===== config.mk =====
export PLATFORM = sky130hd
export DESIGN_NAME = scan_query_ctrl_flat
export DESIGN_NICKNAME = d
export VERILOG_FILES = /design/src/rtl/scan_query_pkg.sv /design/src/rtl/scan_query_ctrl_if.sv /design/src/rtl/sq_down_counter.sv /design/src/rtl/scan_query_ctrl.sv /design/src/flat_wrapper.sv
export SDC_FILE = /design/constraint.sdc
export NUM_CORES = 1
export LEC_CHECK = 0
export ABC_AREA = 1
export CAP_MARGIN = 20
export CORE_MARGIN = 3
export CORE_UTILIZATION = 60
export DETAILED_ROUTE_END_ITERATION = 16
export DONT_BUFFER_PORTS = 1
export PLACE_DENSITY = 0.76
export SYNTH_ARGS = -nofsm -noshare
export SYNTH_HDL_FRONTEND = slang
export SYNTH_SLANG_ARGS = --single-unit

===== constraint.sdc =====
create_clock -name clk -period 4.36 [get_ports clk]
set_input_delay 1.308 -clock clk [delete_from_list [all_inputs] [get_ports clk]]
set_output_delay 1.308 -clock clk [all_outputs]
set_load 0.02 [all_outputs]

===== src/rtl/scan_query_pkg.sv =====
// rtl/scan_query_pkg.sv - shared states and default sizes for the scan query controller
package scan_query_pkg;

  localparam int SQ_NFF = 5;
  localparam int SQ_NPI = 18;
  localparam int SQ_NPO = 19;
  localparam int SQ_CW  = 8;

  typedef enum logic [2:0] {
    ST_IDLE,
    ST_LOAD,
    ST_RUN,
    ST_CAPTURE,
    ST_UNLOAD,
    ST_RESP
  } sq_state_t;

endpackage


===== src/rtl/scan_query_ctrl_if.sv =====
// rtl/scan_query_ctrl_if.sv - request, core scan and response signals of the scan query controller
interface scan_query_ctrl_if
  import scan_query_pkg::*;
#(
  parameter int NFF = SQ_NFF,
  parameter int NPI = SQ_NPI,
  parameter int NPO = SQ_NPO,
  parameter int CW  = SQ_CW
);

  logic           req_valid;
  logic           req_ready;
  logic [NFF-1:0] req_state;
  logic [NPI-1:0] req_pi;
  logic [CW-1:0]  req_cycles;
  logic           scan_en;
  logic           scan_in;
  logic           scan_out;
  logic           core_clk_en;
  logic [NPI-1:0] core_pi;
  logic [NPO-1:0] core_po;
  logic           rsp_valid;
  logic           rsp_ready;
  logic [NFF-1:0] rsp_state;
  logic [NPO-1:0] rsp_po;
  logic           busy;

  modport master (
    input  req_valid, req_state, req_pi, req_cycles, scan_out, core_po, rsp_ready,
    output req_ready, scan_en, scan_in, core_clk_en, core_pi, rsp_valid, rsp_state, rsp_po, busy
  );

  modport slave (
    output req_valid, req_state, req_pi, req_cycles, scan_out, core_po, rsp_ready,
    input  req_ready, scan_en, scan_in, core_clk_en, core_pi, rsp_valid, rsp_state, rsp_po, busy
  );

endinterface


===== src/rtl/sq_down_counter.sv =====
// rtl/sq_down_counter.sv - loadable down counter, tc flags the last cycle of a phase
module sq_down_counter #(
  parameter int W = 8
) (
  input  logic         clk,
  input  logic         rst,
  input  logic         load,
  input  logic [W-1:0] load_val,
  input  logic         dec,
  output logic         tc
);

  logic [W-1:0] cnt;

  // Phases load length-1, so tc marks the final cycle and no count ever wraps.
  always_ff @(posedge clk or posedge rst) begin
    if (rst) begin
      cnt <= '0;
    end else if (load) begin
      cnt <= load_val;
    end else if (dec && cnt != '0) begin
      cnt <= cnt - W'(1);
    end
  end

  assign tc = (cnt == '0);

endmodule


===== src/rtl/scan_query_ctrl.sv =====
// rtl/scan_query_ctrl.sv - scans a state into a core, runs it, captures outputs and scans the state back out
module scan_query_ctrl
  import scan_query_pkg::*;
#(
  parameter int NFF = SQ_NFF,
  parameter int NPI = SQ_NPI,
  parameter int NPO = SQ_NPO,
  parameter int CW  = SQ_CW
) (
  input  logic              clk,
  input  logic              rst,
  scan_query_ctrl_if.master bus
);

  localparam int CNTW = (CW > $clog2(NFF)) ? CW : $clog2(NFF);

  sq_state_t      st, nxt;
  logic [NFF-1:0] load_sr;
  logic [NFF-1:0] rsp_state_q;
  logic [NPI-1:0] pi_q;
  logic [CW-1:0]  cycles_q;
  logic [NPO-1:0] rsp_po_q;
  logic           cnt_load, cnt_dec, cnt_tc;
  logic [CNTW-1:0] cnt_val;

  sq_down_counter #(.W(CNTW)) u_cnt (
    .clk      (clk),
    .rst      (rst),
    .load     (cnt_load),
    .load_val (cnt_val),
    .dec      (cnt_dec),
    .tc       (cnt_tc)
  );

  always_ff @(posedge clk or posedge rst) begin
    if (rst) st <= ST_IDLE;
    else     st <= nxt;
  end

  always_comb begin
    nxt      = st;
    cnt_load = 1'b0;
    cnt_dec  = 1'b0;
    cnt_val  = '0;
    case (st)
      ST_IDLE: if (bus.req_valid) begin
        nxt      = ST_LOAD;
        cnt_load = 1'b1;
        cnt_val  = CNTW'(NFF - 1);
      end
      ST_LOAD: if (!cnt_tc) begin
        cnt_dec = 1'b1;
      end else if (cycles_q == '0) begin
        nxt = ST_CAPTURE;
      end else begin
        nxt      = ST_RUN;
        cnt_load = 1'b1;
        cnt_val  = CNTW'(cycles_q) - CNTW'(1);
      end
      ST_RUN: if (cnt_tc) nxt = ST_CAPTURE;
              else        cnt_dec = 1'b1;
      ST_CAPTURE: begin
        nxt      = ST_UNLOAD;
        cnt_load = 1'b1;
        cnt_val  = CNTW'(NFF - 1);
      end
      ST_UNLOAD: if (cnt_tc) nxt = ST_RESP;
                 else        cnt_dec = 1'b1;
      ST_RESP: if (bus.rsp_ready) nxt = ST_IDLE;
      default: nxt = ST_IDLE;
    endcase
  end

  // load_sr feeds the chain MSB first; rsp_state fills from bit 0 so the MSB lands back on top.
  always_ff @(posedge clk or posedge rst) begin
    if (rst) begin
      load_sr     <= '0;
      pi_q        <= '0;
      cycles_q    <= '0;
      rsp_po_q    <= '0;
      rsp_state_q <= '0;
    end else begin
      if (st == ST_IDLE && bus.req_valid) begin
        load_sr  <= bus.req_state;
        pi_q     <= bus.req_pi;
        cycles_q <= bus.req_cycles;
      end
      if (st == ST_LOAD)    load_sr     <= {load_sr[NFF-2:0], 1'b0};
      if (st == ST_CAPTURE) rsp_po_q    <= bus.core_po;
      if (st == ST_UNLOAD)  rsp_state_q <= {rsp_state_q[NFF-2:0], bus.scan_out};
    end
  end

  assign bus.req_ready   = (st == ST_IDLE) && !rst;
  assign bus.scan_en     = (st == ST_LOAD) || (st == ST_UNLOAD);
  assign bus.core_clk_en = (st == ST_LOAD) || (st == ST_RUN) || (st == ST_UNLOAD);
  assign bus.scan_in     = (st == ST_LOAD) ? load_sr[NFF-1] : 1'b0;
  assign bus.core_pi     = (st == ST_LOAD || st == ST_RUN || st == ST_CAPTURE) ? pi_q : '0;
  assign bus.rsp_valid   = (st == ST_RESP);
  assign bus.rsp_state   = rsp_state_q;
  assign bus.rsp_po      = rsp_po_q;
  assign bus.busy        = (st != ST_IDLE);

endmodule


===== src/flat_wrapper.sv =====
// flat-port wrapper written by rule: the top's interface ports become plain ports
module scan_query_ctrl_flat import scan_query_pkg::*;
#(
  parameter int NFF = SQ_NFF,
  parameter int NPI = SQ_NPI,
  parameter int NPO = SQ_NPO,
  parameter int CW  = SQ_CW
)
  (clk, rst, bus_req_valid, bus_req_state, bus_req_pi, bus_req_cycles, bus_scan_out, bus_core_po, bus_rsp_ready, bus_req_ready, bus_scan_en, bus_scan_in, bus_core_clk_en, bus_core_pi, bus_rsp_valid, bus_rsp_state, bus_rsp_po, bus_busy);
  scan_query_ctrl_if #(.NFF(NFF), .NPI(NPI), .NPO(NPO), .CW(CW)) bus_i ();
  input  logic clk;
  input  logic rst;
  input wire logic [$bits(bus_i.req_valid)-1:0] bus_req_valid;
  input wire logic [$bits(bus_i.req_state)-1:0] bus_req_state;
  input wire logic [$bits(bus_i.req_pi)-1:0] bus_req_pi;
  input wire logic [$bits(bus_i.req_cycles)-1:0] bus_req_cycles;
  input wire logic [$bits(bus_i.scan_out)-1:0] bus_scan_out;
  input wire logic [$bits(bus_i.core_po)-1:0] bus_core_po;
  input wire logic [$bits(bus_i.rsp_ready)-1:0] bus_rsp_ready;
  output wire logic [$bits(bus_i.req_ready)-1:0] bus_req_ready;
  output wire logic [$bits(bus_i.scan_en)-1:0] bus_scan_en;
  output wire logic [$bits(bus_i.scan_in)-1:0] bus_scan_in;
  output wire logic [$bits(bus_i.core_clk_en)-1:0] bus_core_clk_en;
  output wire logic [$bits(bus_i.core_pi)-1:0] bus_core_pi;
  output wire logic [$bits(bus_i.rsp_valid)-1:0] bus_rsp_valid;
  output wire logic [$bits(bus_i.rsp_state)-1:0] bus_rsp_state;
  output wire logic [$bits(bus_i.rsp_po)-1:0] bus_rsp_po;
  output wire logic [$bits(bus_i.busy)-1:0] bus_busy;
  assign bus_i.req_valid = bus_req_valid;
  assign bus_i.req_state = bus_req_state;
  assign bus_i.req_pi = bus_req_pi;
  assign bus_i.req_cycles = bus_req_cycles;
  assign bus_i.scan_out = bus_scan_out;
  assign bus_i.core_po = bus_core_po;
  assign bus_i.rsp_ready = bus_rsp_ready;
  assign bus_req_ready = bus_i.req_ready;
  assign bus_scan_en = bus_i.scan_en;
  assign bus_scan_in = bus_i.scan_in;
  assign bus_core_clk_en = bus_i.core_clk_en;
  assign bus_core_pi = bus_i.core_pi;
  assign bus_rsp_valid = bus_i.rsp_valid;
  assign bus_rsp_state = bus_i.rsp_state;
  assign bus_rsp_po = bus_i.rsp_po;
  assign bus_busy = bus_i.busy;
  scan_query_ctrl #(.NFF(NFF), .NPI(NPI), .NPO(NPO), .CW(CW)) u_core (.clk(clk), .rst(rst), .bus(bus_i));
endmodule

==> impl_metrics.yaml <==
timing:
  skew_ns: 0.0108
  rsz0062_at_grt: "false"
  fin_setup_tns_ns: 0
  timing.hold.ws_ns: 0.495
  max_freq_ghz: 0.319
  drv_slew: 0
  setup_viol: 0
  period_minus_slack_ns: 3.13
  relSlewSlack_pct: 36.1
  fin_crit_sh_pct: 71.9
  hold_viol: 0
  worst_slew_pin_slew_ns: 0.956
route:
  vias_per_cell: 5.30
  drc: 0
  wire_per_inst_um: 14.3
  dr.pass1.iters: 4
  routed-via-count: 2448
  ant_nets: 0
  wirelength_um: 6600
  drt_iter0_drc: 159
clock_tree:
  cts_tree: "done"
  clkTransAtPathRegs_ns: 0.07
  clk-insertion-delay-late_ns: 0.34
  cts.sinks: 66
  post_cts_buffers: 0
  numCtsBuffers: 9
  htreeDepth: 3
  ctsResizeCount: 0
  max-clock-path-buffers: 2
  root_buffer: "clkbuf_8"
  cts-hold-fix-buffers: 0
global_route:
  grt_pass1_vias: 2367
  grt_max_degree: 60
  grtUsageTotal_pct: 22.2
  gr-usage-met3_pct: 7.67
  use_met1_pct: 27.0
  grt-busiest-layer: "met2"
  overflow: 0
  grt_pass1_wl_um: 10900
  antenna_found_initial: 0
  global_route.usage.met2_pct: 35.9
synth:
  synth_top_area_cell: "dfrtp_1"
  ys_seq_elements: 66
  synth_most_common_cell: "nor2_1"
  synthFlopType: "dfrtp_1"
  netlist_area_sq_um: 3250
  yosysTopAreaCellShare_pct: 50.8
  syn-num-nets: 443
  synthTopCellsByArea: "dfrtp_1, nor2_1, nand2_1"
  ys_warn_count: 0
  synth_edf_count: 0
  synthCells: 384
  synth_area_per_cell_sq_um: 8.47
  synth.distinct_cells: 25
  ys_seq_area_share_pct: 50.8
  synth_common_cells: "nor2_1, dfrtp_1, nand2_1, inv_1, nand3_1"
  ys_async_sr_fraction_pct: 100
worst_setup_path:
  crit_start: "u_core.st[2]"
  worstPathMaxFanout: 18
  worstSetupPathType: "reg -> out"
  worstReg2RegStart: "u_core.st[2]"
  r2r_end: "u_core.u_cnt.cnt[5]"
  cp-end-kind: "output pin"
  r2r_cells: 8
  rrSetupSlack_ns: 2.09
  startpoint_type: "flop"
  cp.arrival_ns: 1.83
  cp_data_required_time_ns: 3.05
  cp-endpoint: "bus_core_pi[11]"
die:
  core.rowCount: 26
  die_w_um: 79.6
  die_h_um: 79.6
  io_pins: 103
  coreArea_sq_um: 5170
  die_area_sq_um: 6340
  start_util_pct: 62.9
power:
  leakagePower_uw: 0.00172
  vdd_ir_drop_max_uv: 235
  power.density_nw_per_um2: 315
final_layout:
  multi_input_area_sq_um: 1350
  n_antenna_cell: 0
  drive_above_1_share_pct: 14.0
  area_growth_pct: 7.12
  nFillCells: 424
  regArea_sq_um: 1650
  fin_nets: 446
run:
  maxCapViolCount: 0
hold_path:
  min_path_type: "reg -> reg"
placement:
  gp_congestion: 0.892
  port_buffers: 0
  dp_hpwl_um: 4860
run_status:
  outcome: "finished, final reports clean"
## worst max-delay path: stages, from the launching register on
cell     delay, ns
dfrtp_1       0.44
inv_2         0.19
nand2_1       0.38
nor2_1        0.47
## through the flow
step | instance area (sq um) | instances | worst slack (ns) | utilization, % | total power (uW)
2_1_floorplan | 3250 | 384 | 1.40 | - | 667
3_3_place_gp | 3300 | 445 | 1.43 | 63.8 | 673
3_5_place_dp | 3320 | 446 | 1.43 | 64.2 | 676
4_1_cts | 3480 | 462 | 1.21 | 67.3 | 1110
5_1_grt | 3480 | 462 | 1.08 | 67.3 | 1140
6_report | 3480 | 462 | 1.23 | 67.3 | 1100
## logic make-up (layout without fill, tap and decap cells)
| family | after synthesis | in the layout | share of synthesized area [%] |
|---|---|---|---|
| xor+xnor | 7 | 7 | 1.89 |
| flops | 66 | 66 | 50.8 |
| buf+inv | 63 | 71 | 7.66 |
| mux | 20 | 20 | 6.93 |
| simple gates | 182 | 182 | 24.5 |
| fa+ha+maj | 4 | 4 | 1.54 |
| compound gates | 42 | 42 | 6.69 |
## routing by layer
layer	wire length (um)	share of wire [%]	up-vias
met2	3230	49	83
met1	2710	41	1137
li1	-	-	1217
met4	93	1.4	0
met3	570	8.6	11
met5	0	0	-
## state kept, by name, summed over array words and instances, names as in the netlist
register / count
u_core.bus.rsp_po: 19
u_core.bus.rsp_state: 5
u_core.cycles_q: 8
u_core.load_sr: 5
u_core.pi_q: 18
u_core.st: 3
u_core.u_cnt.cnt: 8
## cells in the final DEF, fill, tap and decap left out, types with 2 or more instances in the layout
cell       n
a21oi_1   29
buf_4      2
clkbuf_1   2
clkbuf_8   9
clkinv_2   3
dfrtp_1   66
ha_1       4
inv_1     45
inv_2      7
mux2_2    20
nand2_1   65
nand2_2    2
nand3_1   30
nand3_2    3
nand4_1    5
nor2_1    70
nor2_2     2
o21ai_0    9
o21ai_1    3
xnor2_1    2
xor2_1     5
## layout make-up
cell class                 instances  area share [%]
sequential                        66            47.4
multi-input combinational        255            38.8
inverter                          52            5.60
clock buffer                      11            3.77
tap                               70            2.51
timing repair buffer               3            1.01
clock inverter                     5           0.898
## power breakdown
group	total, uW	switching, uW	internal [uW]
clock network	434	229	204
logic	23.6	14.3	9.30
registers	640	18.5	621
## worst min path at each step
stage | slack, ns | start | depth (start not counted) | end
2_1_floorplan | 0.45 | u_core.u_cnt.cnt[0] | 2 | u_core.u_cnt.cnt[0]
3_3_place_gp | 0.46 | u_core.u_cnt.cnt[0] | 2 | u_core.u_cnt.cnt[0]
3_5_place_dp | 0.47 | u_core.u_cnt.cnt[0] | 2 | u_core.u_cnt.cnt[0]
4_1_cts | 0.49 | u_core.u_cnt.cnt[0] | 2 | u_core.u_cnt.cnt[0]
5_1_grt | 0.50 | u_core.u_cnt.cnt[0] | 2 | u_core.u_cnt.cnt[0]
6_report | 0.50 | u_core.u_cnt.cnt[0] | 2 | u_core.u_cnt.cnt[0]
Note: power is estimated with default switching activity, not from simulation.
